## src/rtl/calc_bcd_seq.sv

```systemverilog
`default_nettype none
// ============================================================================
// calc_bcd_seq : calculator sequencer, digit-serial BCD add/sub on cbuf.
// Revision: 1.0
// ============================================================================
module calc_bcd_seq #(
    parameter int DIGITS = 8
) (
    input  logic                clock,
    input  logic                reset,
    input  logic [4*DIGITS-1:0] ibuf,
    input  logic                clear,
    input  logic                plus,
    input  logic                minus,
    input  logic                equal,
    output logic [4*DIGITS-1:0] cbuf,
    output logic                busy,
    output logic                done,
    output logic                ovf,
    output logic                ibuf_clr
);
    localparam int W  = 4 * DIGITS;
    localparam int IW = (DIGITS > 1) ? $clog2(DIGITS) : 1;
    localparam logic [IW-1:0] LAST_IDX = IW'(DIGITS - 1);

    typedef enum logic [1:0] {
        IDLE = 2'd0,
        RUN  = 2'd1,
        DONE = 2'd2
    } state_t;

    state_t        state_q, state_d;
    logic [W-1:0]  cbuf_q, cbuf_d;
    logic [W-1:0]  a_q, a_d;
    logic [W-1:0]  b_q, b_d;
    logic [W-1:0]  sh_q, sh_d;
    logic [IW-1:0] idx_q, idx_d;
    logic          op_q, op_d;      // 1 = subtract
    logic          carry_q, carry_d;
    logic          ovf_q, ovf_d;
    logic          done_q, done_d;
    logic          ibuf_clr_q, ibuf_clr_d;
    logic          cmd_acc;

    function automatic logic [W-1:0] clamp_bcd(input logic [W-1:0] v);
        logic [W-1:0] r;
        r = '0;
        for (int k = 0; k < DIGITS; k++)
            r[4*k +: 4] = (v[4*k +: 4] > 4'd9) ? 4'd9 : v[4*k +: 4];
        return r;
    endfunction

    logic [3:0] a_dig, b_dig, y_dig, r_dig;
    logic [4:0] sum, sum_adj;
    logic       carry_out;

    always_comb begin
        a_dig     = a_q[{idx_q, 2'b00} +: 4];
        b_dig     = b_q[{idx_q, 2'b00} +: 4];
        y_dig     = op_q ? (4'd9 - b_dig) : b_dig;
        sum       = {1'b0, a_dig} + {1'b0, y_dig} + {4'b0000, carry_q};
        sum_adj   = sum - 5'd10;
        carry_out = (sum > 5'd9);
        r_dig     = carry_out ? sum_adj[3:0] : sum[3:0];
    end

    always_comb begin
        state_d = state_q;
        cbuf_d  = cbuf_q;
        a_d     = a_q;
        b_d     = b_q;
        sh_d    = sh_q;
        idx_d   = idx_q;
        op_d    = op_q;
        carry_d = carry_q;
        ovf_d   = ovf_q;
        done_d  = 1'b0;
        cmd_acc = 1'b0;

        case (state_q)
            IDLE, DONE: begin
                if (state_q == DONE)
                    state_d = IDLE;
                if (clear) begin
                    cbuf_d  = '0;
                    ovf_d   = 1'b0;
                    op_d    = 1'b0;
                    cmd_acc = 1'b1;
                end else if (state_q == IDLE) begin
                    if (plus || minus) begin
                        cbuf_d  = clamp_bcd(ibuf);
                        op_d    = ~plus;
                        ovf_d   = 1'b0;
                        cmd_acc = 1'b1;
                    end else if (equal) begin
                        a_d     = cbuf_q;
                        b_d     = clamp_bcd(ibuf);
                        sh_d    = '0;
                        idx_d   = '0;
                        carry_d = op_q;  // ten's complement: 9-B plus 1
                        state_d = RUN;
                        cmd_acc = 1'b1;
                    end
                end
            end
            RUN: begin
                if (clear) begin
                    state_d = IDLE;
                    cbuf_d  = '0;
                    ovf_d   = 1'b0;
                    op_d    = 1'b0;
                    cmd_acc = 1'b1;
                end else begin
                    sh_d[{idx_q, 2'b00} +: 4] = r_dig;
                    carry_d = carry_out;
                    idx_d   = idx_q + 1'b1;
                    if (idx_q == LAST_IDX) begin
                        cbuf_d  = sh_d;
                        ovf_d   = op_q ? ~carry_out : carry_out;
                        done_d  = 1'b1;
                        state_d = DONE;
                    end
                end
            end
            default: state_d = IDLE;
        endcase

        // Back-to-back commands must not stretch the clear request.
        ibuf_clr_d = cmd_acc & ~ibuf_clr_q;
    end

    always_ff @(posedge clock or negedge reset) begin
        if (!reset) begin
            state_q    <= IDLE;
            cbuf_q     <= '0;
            a_q        <= '0;
            b_q        <= '0;
            sh_q       <= '0;
            idx_q      <= '0;
            op_q       <= 1'b0;
            carry_q    <= 1'b0;
            ovf_q      <= 1'b0;
            done_q     <= 1'b0;
            ibuf_clr_q <= 1'b0;
        end else begin
            state_q    <= state_d;
            cbuf_q     <= cbuf_d;
            a_q        <= a_d;
            b_q        <= b_d;
            sh_q       <= sh_d;
            idx_q      <= idx_d;
            op_q       <= op_d;
            carry_q    <= carry_d;
            ovf_q      <= ovf_d;
            done_q     <= done_d;
            ibuf_clr_q <= ibuf_clr_d;
        end
    end

    assign cbuf     = cbuf_q;
    assign busy     = (state_q == RUN);
    assign done     = done_q;
    assign ovf      = ovf_q;
    assign ibuf_clr = ibuf_clr_q;

endmodule
`default_nettype wire

```

## config.mk

```make
export PLATFORM = sky130hd
export DESIGN_NAME = calc_bcd_seq
export DESIGN_NICKNAME = d
export VERILOG_FILES = /design/src/rtl/calc_bcd_seq.sv
export SDC_FILE = /design/constraint.sdc
export NUM_CORES = 1
export LEC_CHECK = 0
export BUFFER_PORTS_ARGS = -buffer_cell sky130_fd_sc_hd__buf_2
export CAP_MARGIN = 20
export CORE_ASPECT_RATIO = 1.5
export CORE_MARGIN = 8
export CORE_UTILIZATION = 50
export CTS_BUF_LIST = sky130_fd_sc_hd__clkbuf_4 sky130_fd_sc_hd__clkbuf_8 sky130_fd_sc_hd__clkbuf_16
export DETAILED_ROUTE_END_ITERATION = 10
export PLACE_DENSITY = 0.71
export SYNTH_ARGS = -nofsm -noshare
export SYNTH_HDL_FRONTEND = slang
export SYNTH_SLANG_ARGS = --single-unit
```

## constraint.sdc

```tcl
create_clock -name clock -period 3.6 [get_ports clock]
set_input_delay 0 -clock clock [delete_from_list [all_inputs] [get_ports clock]]
set_output_delay 0 -clock clock [all_outputs]
set_load 0.02 [all_outputs]
```

==> results.md <==
- Boundary Pins: 74
- CTS tree: done
- Antenna diodes: 0
- Crit. End Element: register
- Main flop type after synthesis: dfrtp_1
- Root Buffer Master: clkbuf_16
- FF+latch count, synth: 138
- Global Route Usage Sum: 25.1%
- DRC violations left: 0
- Core area: 13800 µm²
- Non-filler cells, final: 941
- GR Util met2: 41.5%
- Synth Area in Compound Gates: 17.6%
- DRT iter0 DRCs: 585
- Outcome: finished, violations left
- PortBufs: 73
- Synth Area in Adders: 2.20%
- Required time of the critical path: 3940 ps
- Final setup viols: 48
- Worst vdd rail ir drop: 0.643 mV
- Placement Cell Area: 7710 µm²
- Worst path cell trace: mux4_2, mux2i_2, xor2_1, fa_2, inv_2, fa_2, xor2_4, inv_2, ha_4, nand2_4, o31ai_4, nor3_2, nand2b_4, o211ai_1, buf_4, buf_4, o21ai_2
- Die Span X: 112 µm
- Leakage: 4.16 nW
- Dpl cells: 867
- Cell area after synthesis: 6940 µm²
- CTS Buffer Depth: 2
- Seq/Total Area, Yosys: 49.7%
- Clock Pin Slew Worst Setup and Hold Paths: 60 ps
- Via-per-instance ratio: 6.23
- Hold Fails Final Rpt: 0
- Synth area leader: dfrtp_1
- Post-Syn Instances: 623
- GR Util met1: 30.2%
- Min cycle time layout: 3760 ps
- RSZ-0062 raised after global routing: yes
- Die Area: 18000 µm²
- Net Sw Frac: 36.6%
- First-pass GRT wire length: 34.7 mm
- Num CTS Buffers: 17
- Slew of the pin with the lowest slew margin: 957 ps
- # rows: 53
- Syn_nets: 672
- Share of layout cells above drive strength 1: 36.1%
- Mux cell area share after synthesis: 13.9%
- Hpwl dp: 15.7 mm
- Crit path max fanout: 7
- Power per cell area: 769 nW/µm²
- Pins Over Slew Limit: 0
- Worst setup path class: register to register
- Vias in the first global route: 6006
- Clock Skew: 13.2 ps
- Later-pin clock latency in the skew report: 430 ps
- Warnings, synthesis: 0
- Initial antenna violation count: 0
- GP Congestion: 0.901
- H-tree depth: 4
- GR Overflow Total: 0
- DIE HEIGHT: 160 µm
- Hold WC Path Type: input port to register
- Failing checks: negative setup slack
- Comb power frac: 43.7%
- Wirelength per Cell: 23.4 µm
- Synth top cells by count: 138 x dfrtp_1, 81 x nand2_1, 59 x o21ai_0, 44 x mux2_2, 22 x nor2_1
- Crit path buf inv count: 4
- Gr busiest metal: met2
- Initial Utilization: 50.3%
- Seq pwr share: 28.1%
- Slew HR: 36.2%
- Simple-gate area share of the yosys netlist: 12.5%
- Synth cell types: 65
- Worst slack, placed: -288 ps
- Xor-xnor portion of the synthesized cell area: 0.613%
- Most numerous cell in the Yosys netlist: dfrtp_1
- CP max stage cell: mux4_2
- Synth top area cells: dfrtp_1 50%, mux2_2 7.1%, mux4_2 5.2%
- Area delta synth->final: 28.7%
- Met3 Usage GRT: 4.96%
- Antenna Nets Post-Route: 0
- Max stage delay on crit path: 580 ps
- Crit-path leading delay family: adder cells
- Largest net degree at the start of global routing: 100
- Post-synth top area share: 49.7%
- Largest family of logic cells by synthesized area: compound AO/OA/AOI/OAI gates
- Fmax: 266 MHz
- Startpoint types: register
- Final setup margin: -163 ps
- Psw: 2.52 mW
- Post-synth EDFFs: 0
- Drt pass-1 iters: 8
- TritonCTS Sinks: 138
- Syn avg cell area: 11.1 µm²
- Internal power: 4.35 mW
- Design area: 8940 µm²
- Crit path DAT: 4100 ps
- Ys async rst share: 100%
- Period utilisation layout: 105%
- Max-Cap Viols: 0
- Vias: 5866
- Fin util: 64.8%
- Clk pwr share: 28.1%
- Final net count: 812
- Final wirelength: 22.0 mm
==> worst min-delay path: stages <==
cell and delay, ps:
buf_2 70, inv_1 120, o21ai_0 190
==> per-layer routing <==
layer | vias up | share of wire (%) | wire [µm]
li1 | 2582 | - | -
met2 | 288 | 50 | 11000
met5 | - | 0 | 0
met3 | 71 | 6.6 | 1450
met1 | 2925 | 38 | 8410
met4 | 0 | 4.9 | 1080
==> stage by stage <==
stage	hold WS (ps)	power [mW]	setup TNS [ps]
floorplan	-296	3.49	-1410
global placement	158	4.26	-4000
detailed placement	175	4.35	-10030
CTS	0.918	6.65	-2840
global route	30.6	7.14	-11040
finish	1.45	6.87	-4620
==> flip-flops by register name, indices dropped and copies added, names as in the netlist <==
| register | cells |
|---|---|
| done | 1 |
| ibuf_clr | 1 |
| op_q | 1 |
| sh_q | 32 |
| a_q | 32 |
| b_q | 32 |
| carry_q | 1 |
| ovf | 1 |
| idx_q | 3 |
| state_q | 2 |
| cbuf | 32 |
==> cells in the final DEF (no fill, tap or decap), drive strengths merged, types with 4 or more instances in the layout <==
master       Yosys  final
dfrtp          138    138
buf             17    122
nand2           84     84
o21ai           76     76
mux2            44     44
dlygate4sd3      0     34
inv             18     25
nor2            23     23
a22o            18     18
clkbuf          18     18
mux4            16     16
a32o            16     16
nor3            16     16
a31oi           12     12
a21oi           12     12
mux2i           11     11
nand3            9      9
o211ai           9      9
ha               9      9
nor2b            8      8
and3             8      8
nand2b           8      8
a222oi           6      6
o21a             6      6
nand3b           4      4
bufinv           0      4
==> path summary, 6_finish.rpt <==
| path | start | to | slack [ps] | depth (start not counted) |
|---|---|---|---|---|
| hold reg to reg | b_q[16] | b_q[16] | 470 | 1 |
| hold / removal | ibuf[11] | b_q[11] | 1 | 3 |
| setup / recovery | idx_q[0] | cbuf[14] | -160 | 17 |
| setup reg to reg | idx_q[0] | cbuf[14] | -160 | 17 |
| min in group asynchronous | reset | a_q[31] | 230 | 2 |
| max in group asynchronous | reset | cbuf[8] | 2280 | 3 |
==> repair_timing <==
action	in CTS	in global routing
pin swaps	11	17
resized for setup	29	23
setup endpoints to repair	50	50
buffers inserted	4	5
endpoints found under the hold margin	138	0
hold buffers	34	0
==> area by class of cell <==
type / count / area [µm²]
sequential: 138 / 3460
fill: 1047 / 4850
inverter: 19 / 76.3
tap: 165 / 206
multi-input combinational: 431 / 3460
timing repair buffer: 156 / 1100
clock buffer: 18 / 439
clock inverter: 14 / 205
==> power by group through the flow <==
stage	Clock, mW	Sequential (mW)	Combinational [mW]
2_1_floorplan	0	1.92	1.57
3_3_place_gp	0	1.94	2.32
3_5_place_dp	0	1.95	2.39
4_1_cts	1.95	1.93	2.77
5_1_grt	2.00	1.96	3.18
6_report	1.93	1.93	3.00
==> cells by family after synthesis <==
logic type | count (synthesis)
mux | 71
compound gates | 171
fa+ha+maj | 11
flops | 138
xor+xnor | 4
buf+inv | 54
simple gates | 174
Power figures use the tool's default switching activity.
